--- src/rtl/bundle_pkg.sv ---
// rtl/bundle_pkg.sv - shared bundle types and widths
// Purpose: common width constant and types for blocks consuming the bundle signals.
//   BUNDLE_WIDTH : bits per bundle word (inp width)
//   index_t      : bit position within a word
//   word_t       : one assembled word
//   packed_t     : FIFO entry {partial, data}
package bundle_pkg;

  localparam int BUNDLE_WIDTH = 4;

  typedef logic [$clog2(BUNDLE_WIDTH)-1:0] index_t;
  typedef logic [BUNDLE_WIDTH-1:0]         word_t;

  typedef struct packed {
    logic  partial;
    word_t data;
  } packed_t;

endpackage

--- src/rtl/bundle_packer_sync_fifo.sv ---
// rtl/bundle_packer_sync_fifo.sv - synchronous FIFO with pointer-compare full/empty
// Purpose: DEPTH-entry storage for completed words; head is read combinationally.
// Ports:
//   clock, reset_n : clock, asynchronous active-low reset
//   push, wdata    : write strobe and data (caller guarantees push is legal)
//   pop            : remove head (caller guarantees FIFO not empty)
//   rdata          : head entry
//   level          : occupancy 0..DEPTH
//   full, empty    : occupancy flags
module sync_fifo #(
  parameter  int W     = 5,
  parameter  int DEPTH = 4,
  localparam int AW    = $clog2(DEPTH)
) (
  input  logic          clock,
  input  logic          reset_n,
  input  logic          push,
  input  logic [W-1:0]  wdata,
  input  logic          pop,
  output logic [W-1:0]  rdata,
  output logic [AW:0]   level,
  output logic          full,
  output logic          empty
);

  localparam logic [AW:0] PTR_ONE = (AW+1)'(1);

  logic [W-1:0] mem_q [DEPTH];
  logic [W-1:0] mem_d [DEPTH];
  // Pointers carry one extra wrap bit so full and empty are distinguishable.
  logic [AW:0]  wr_ptr_q, wr_ptr_d;
  logic [AW:0]  rd_ptr_q, rd_ptr_d;

  always_comb begin
    mem_d    = mem_q;
    wr_ptr_d = wr_ptr_q;
    rd_ptr_d = rd_ptr_q;
    // When full with a pop, the write slot equals the head slot being retired.
    if (push) begin
      mem_d[wr_ptr_q[AW-1:0]] = wdata;
      wr_ptr_d                = wr_ptr_q + PTR_ONE;
    end
    if (pop) begin
      rd_ptr_d = rd_ptr_q + PTR_ONE;
    end
  end

  always_ff @(posedge clock or negedge reset_n) begin
    if (!reset_n) begin
      for (int i = 0; i < DEPTH; i++) begin
        mem_q[i] <= '0;
      end
      wr_ptr_q <= '0;
      rd_ptr_q <= '0;
    end else begin
      mem_q    <= mem_d;
      wr_ptr_q <= wr_ptr_d;
      rd_ptr_q <= rd_ptr_d;
    end
  end

  assign rdata = mem_q[rd_ptr_q[AW-1:0]];
  assign empty = (wr_ptr_q == rd_ptr_q);
  assign full  = (wr_ptr_q[AW] != rd_ptr_q[AW]) &&
                 (wr_ptr_q[AW-1:0] == rd_ptr_q[AW-1:0]);
  assign level = wr_ptr_q - rd_ptr_q;

endmodule

--- src/rtl/bundle_packer.sv ---
// rtl/bundle_packer.sv - packs per-index bundle bits into words and queues them
// Purpose: collects one bit per index into a WIDTH-bit word; a sample at index
//   WIDTH-1 completes the word, which is pushed into a FIFO with a flag telling
//   whether any lower position was left unwritten since the previous push.
// Ports:
//   clock, reset_n     : clock, asynchronous active-low reset
//   in_valid           : sample strobe
//   in_index, in_bit   : bit position and sampled value
//   out_valid          : FIFO head holds a word
//   out_ready          : consumer takes the head word
//   out_data           : head word
//   out_partial        : head word had unwritten positions
//   level              : FIFO occupancy
//   overflow           : sticky, a completed word was dropped
module bundle_packer
  import bundle_pkg::*;
#(
  parameter  int WIDTH = BUNDLE_WIDTH,
  parameter  int DEPTH = 4,
  localparam int IW    = $clog2(WIDTH),
  localparam int LW    = $clog2(DEPTH) + 1
) (
  input  logic             clock,
  input  logic             reset_n,
  input  logic             in_valid,
  input  logic [IW-1:0]    in_index,
  input  logic             in_bit,
  output logic             out_valid,
  input  logic             out_ready,
  output logic [WIDTH-1:0] out_data,
  output logic             out_partial,
  output logic [LW-1:0]    level,
  output logic             overflow
);

  localparam logic [IW-1:0]    LAST_INDEX = IW'(WIDTH - 1);
  localparam logic [WIDTH-1:0] TOP_MASK   = {1'b1, {(WIDTH-1){1'b0}}};

  logic [WIDTH-1:0] acc_q, acc_d;
  logic [WIDTH-1:0] seen_q, seen_d;
  logic             overflow_q, overflow_d;

  logic             complete;
  logic [WIDTH-1:0] word_data;
  logic             word_partial;
  logic             push;
  logic             pop;
  logic             fifo_full;
  logic             fifo_empty;
  logic [WIDTH:0]   fifo_rdata;

  assign complete = in_valid && (in_index == LAST_INDEX);
  assign pop      = out_valid && out_ready;
  // A full FIFO still takes the word when the head leaves in the same cycle.
  assign push     = complete && (!fifo_full || pop);

  always_comb begin
    word_data            = acc_q;
    word_data[WIDTH-1]   = in_bit;
    // The completing sample itself always fills the top position.
    word_partial         = ~&(seen_q | TOP_MASK);

    acc_d      = acc_q;
    seen_d     = seen_q;
    overflow_d = overflow_q;
    if (in_valid) begin
      acc_d[in_index]  = in_bit;
      seen_d[in_index] = 1'b1;
    end
    if (complete) begin
      seen_d = '0;
    end
    if (complete && fifo_full && !pop) begin
      overflow_d = 1'b1;
    end
  end

  always_ff @(posedge clock or negedge reset_n) begin
    if (!reset_n) begin
      acc_q      <= '0;
      seen_q     <= '0;
      overflow_q <= 1'b0;
    end else begin
      acc_q      <= acc_d;
      seen_q     <= seen_d;
      overflow_q <= overflow_d;
    end
  end

  sync_fifo #(
    .W     (WIDTH + 1),
    .DEPTH (DEPTH)
  ) u_fifo (
    .clock   (clock),
    .reset_n (reset_n),
    .push    (push),
    .wdata   ({word_partial, word_data}),
    .pop     (pop),
    .rdata   (fifo_rdata),
    .level   (level),
    .full    (fifo_full),
    .empty   (fifo_empty)
  );

  assign out_valid   = !fifo_empty;
  assign out_data    = fifo_rdata[WIDTH-1:0];
  assign out_partial = fifo_rdata[WIDTH];
  assign overflow    = overflow_q;

endmodule
--- config.mk ---
export PLATFORM = sky130hd
export DESIGN_NAME = bundle_packer
export DESIGN_NICKNAME = d
export VERILOG_FILES = /design/src/rtl/bundle_pkg.sv /design/src/rtl/bundle_packer_sync_fifo.sv /design/src/rtl/bundle_packer.sv
export SDC_FILE = /design/constraint.sdc
export NUM_CORES = 1
export LEC_CHECK = 0
export BUFFER_PORTS_ARGS = -buffer_cell sky130_fd_sc_hd__buf_4
export CAP_MARGIN = 20
export CORE_ASPECT_RATIO = 2
export CORE_MARGIN = 3
export CORE_UTILIZATION = 53
export CTS_BUF_LIST = sky130_fd_sc_hd__clkbuf_4
export CTS_CLUSTER_SIZE = 30
export DETAILED_ROUTE_END_ITERATION = 6
export HOLD_SLACK_MARGIN = 0.05
export PLACE_DENSITY = 0.73
export SYNTH_ARGS = -nofsm -noshare
export SYNTH_HDL_FRONTEND = slang
export SYNTH_SLANG_ARGS = --single-unit
--- constraint.sdc ---
create_clock -name clock -period 2.7 [get_ports clock]
set_input_delay 0.54 -clock clock [delete_from_list [all_inputs] [get_ports clock]]
set_output_delay 0.54 -clock clock [all_outputs]
set_load 0.005 [all_outputs]
==> reports/qor.csv <==
stage;metric;value;unit
floorplan;# rows;27;
worst_setup_path;critical path type;reg -> out;
worst_setup_path;crit path DAT;1.81;ns
global_route;grt ovf;0;
final_layout;most common cell after layout, fill and taps aside;dfrtp_1;
flow_run;Max-Cap Viols;0;
timing;Final Max Slew Viols;0;
final_layout;Area Growth Syn to Fin;13.40;%
global_route;initial antenna violation count;0;
synth;post-synthesis instance area;1588;µm²
routing;TritonRoute pass-1 iters;2;
floorplan;core area;2804;µm²
synth;Post-Syn Area per Cell;13.69;µm²
clocking;Max Root-Sink Buffers;2;
power;Pwr Density;1179;nW/µm²
clocking;CTS hold repair buffers;0;
worst_setup_path;Critical Path RT;2.16;ns
clocking;clk root buf;clkbuf_4;
timing;Max-Slew Margin vs Limit;0.5868;
synth;syn_nets;131;
global_route;vias in the first global route;1024;
status;status;finished clean;
synth;simple-gate portion of the synthesized area;0.05359;
final_layout;final instance area;1800;µm²
synth;register area share after synthesis;0.5201;
timing;fmax;425.9;MHz
synth;Netlist cell types;23;
worst_setup_path;Cell Chain, Critical Path;inv_1, ha_1, nand2_1, or2_2, buf_4;
floorplan;Die H;83.41;µm
synth;Area contributors post-synth;dfrtp_1, mux2_2, mux4_2;
timing;Worst Clk Skew;0.01265;ns
clocking;Sink Count;33;
timing;Final period util;0.8695;
timing;min cycle time layout;2.348;ns
final_layout;Final nets;151;
final_layout;most frequent cells in the layout;dfrtp_1, mux2_2, buf_4;
power;static leakage;0.8285;nW
timing;Fin. Hold Viols;0;
floorplan;Initial Util;0.5663;
worst_hold_path;Tightest Hold Check Type;in -> async;
worst_setup_path;crit start category;flip-flop;
placement;number of port buffers;16;
synth;Post-Synth XOR/XNOR Area;0.03783;
synth;post-synthesis mux area share;0.2482;
timing;Slew @ Worst Pin;0.6198;ns
clocking;CTS tree;done;
clocking;setup bufs post-CTS;0;
global_route;first-pass GRT wire length;5092;µm
final_layout;n_diodes;0;
routing;vias per cell;5.825;
timing;Setup TNS Final;0;ns
synth;Synth Area in Compound Gates;0.04649;
floorplan;Ports;17;
synth;area share of the largest cell type after synthesis;0.5201;
synth;#FFs+latches synth;33;
worst_setup_path;CP max FO;9;
worst_setup_path;cell at the slowest stage of the critical path;dfrtp_1;
routing;routed wire length;2961;µm
floorplan;full die area;3728;µm²
placement;placed cell areas;1740;µm²
timing;RSZ-0062 raised after global routing;false;
clocking;clk slew on worst S/H paths;0.10;ns
routing;Via Count;967;
synth;yosys warns;0;
routing;post-DR wirelength/cell;17.84;µm
synth;largest family of logic cells by synthesized area;multiplexers;
floorplan;Die X-Extent;44.70;µm
routing;# DRC;0;
final_layout;share of layout cells above drive strength 1;0.4380;
global_route;pin count of the biggest net entering global routing;34;
placement;RD Place Congestion;0.7878;
routing;First DRT Iteration DRCs;23;
synth;Post-Synth Adder-Cell Area;0.06777;
global_route;gr usage total;0.1914;
clocking;Clk Latency, worst-skew pair;0.33;ns
routing;Antenna Nets Post-Route;0;
clocking;Post-CTS Resized;0;
synth;Mapped Cells;116;
power;peak supply drop;0.5874;mV
synth;leading area contributor after synthesis;dfrtp_1;
clocking;H-tree levels;2;
placement;HPWL Detailed;2235;µm
worst_setup_path;slowest stage delay, CP;0.60;ns
worst_setup_path;CP endpoint kind;primary output;
timing;Setup Viol. Count Final;0;
clocking;TritonCTS buffer count;5;
worst paths after layout:
check | from | to | slack [ns] | cells past startpoint
worst max-delay path | u_fifo.rd_ptr_q[1] | out_valid | 0.35 | 5
worst min-delay path | reset_n | u_fifo.wr_ptr_q[1] | 0.12 | 1
worst max register to register | u_fifo.rd_ptr_q[1] | u_fifo.mem_q[5] | 0.39 | 5
worst min register to register | seen_q[1] | seen_q[1] | 0.49 | 1
max in group asynchronous | reset_n | u_fifo.mem_q[0] | 2.26 | 1
min in group clock | in_index[1] | seen_q[0] | 0.47 | 2
critical path, delay by kind of cell, from the launching register on:
kind / cells / cell delay, ns
fa+ha+maj: 1 / 0.30
buf+inv: 2 / 0.22
flops: 1 / 0.60
simple gates: 2 / 0.35
cell usage after synthesis (all sizes together):
| library cell | count |
|---|---|
| a21oi | 6 |
| nand3 | 2 |
| ha | 7 |
| xor2 | 3 |
| or2 | 1 |
| o211ai | 1 |
| o21ai | 2 |
| nor3b | 1 |
| nand2 | 5 |
| xnor2 | 3 |
| dfrtp | 33 |
| inv | 6 |
| clkbuf | 5 |
| fa | 1 |
| o21bai | 1 |
| a21o | 2 |
| mux2 | 25 |
| mux4 | 5 |
| and3b | 1 |
| nor2 | 2 |
| nand4 | 4 |
per-layer routing:
metal  vias up  GRT usage  wire length [µm]
li1        454          -                 -
met1       489     0.2199              1115
met2        18     0.3211              1667
met3         6    0.04555               113
met4         0    0.08242                65
met5         -          0                 0
logic make-up after synthesis:
kind of cell / Yosys count
XOR/XNOR: 6
multiplexers: 30
AO/OA/AOI/OAI: 12
flip-flops: 33
buffers and inverters: 11
adder cells (fa/ha/maj): 8
AND/OR/NAND/NOR: 16
layout make-up:
cell class | count | area [µm²]
fillers | 226 | 1003
flip-flops and latches | 33 | 825.8
multi-input cells | 72 | 720.7
repair buffers | 18 | 135.1
clock buffers | 8 | 60.06
well taps | 29 | 36.28
inverters | 6 | 22.52
registers in the layout (all words and copies together), names as in the netlist:
name	count
seen_q	3
u_fifo.mem_q	20
u_fifo.wr_ptr_q	3
u_fifo.rd_ptr_q	3
overflow	1
acc_q	3
per-stage QoR:
| step | power (mW) | instances | setup WS (ns) | utilization | hold WS [ns] |
|---|---|---|---|---|---|
| 5_1_grt | 2.301 | 166 | 0.2009 | 0.6421 | 0.1387 |
| 2_1_floorplan | 1.443 | 116 | 0.6671 | - | 0.2444 |
| 6_report | 2.123 | 166 | 0.3522 | 0.6421 | 0.1238 |
| 3_3_place_gp | 1.806 | 158 | 0.4663 | 0.6207 | 0.4613 |
| 3_5_place_dp | 1.862 | 158 | 0.3993 | 0.6207 | 0.4717 |
| 4_1_cts | 2.159 | 166 | 0.3151 | 0.6421 | 0.1267 |
power by group:
part / internal (mW) / switching (mW) / leakage [nW]
clock network: 0.134 / 0.152 / 0.0368
registers: 0.707 / 0.163 / 0.395
logic: 0.576 / 0.391 / 0.397
Power figures use the tool's default switching activity.
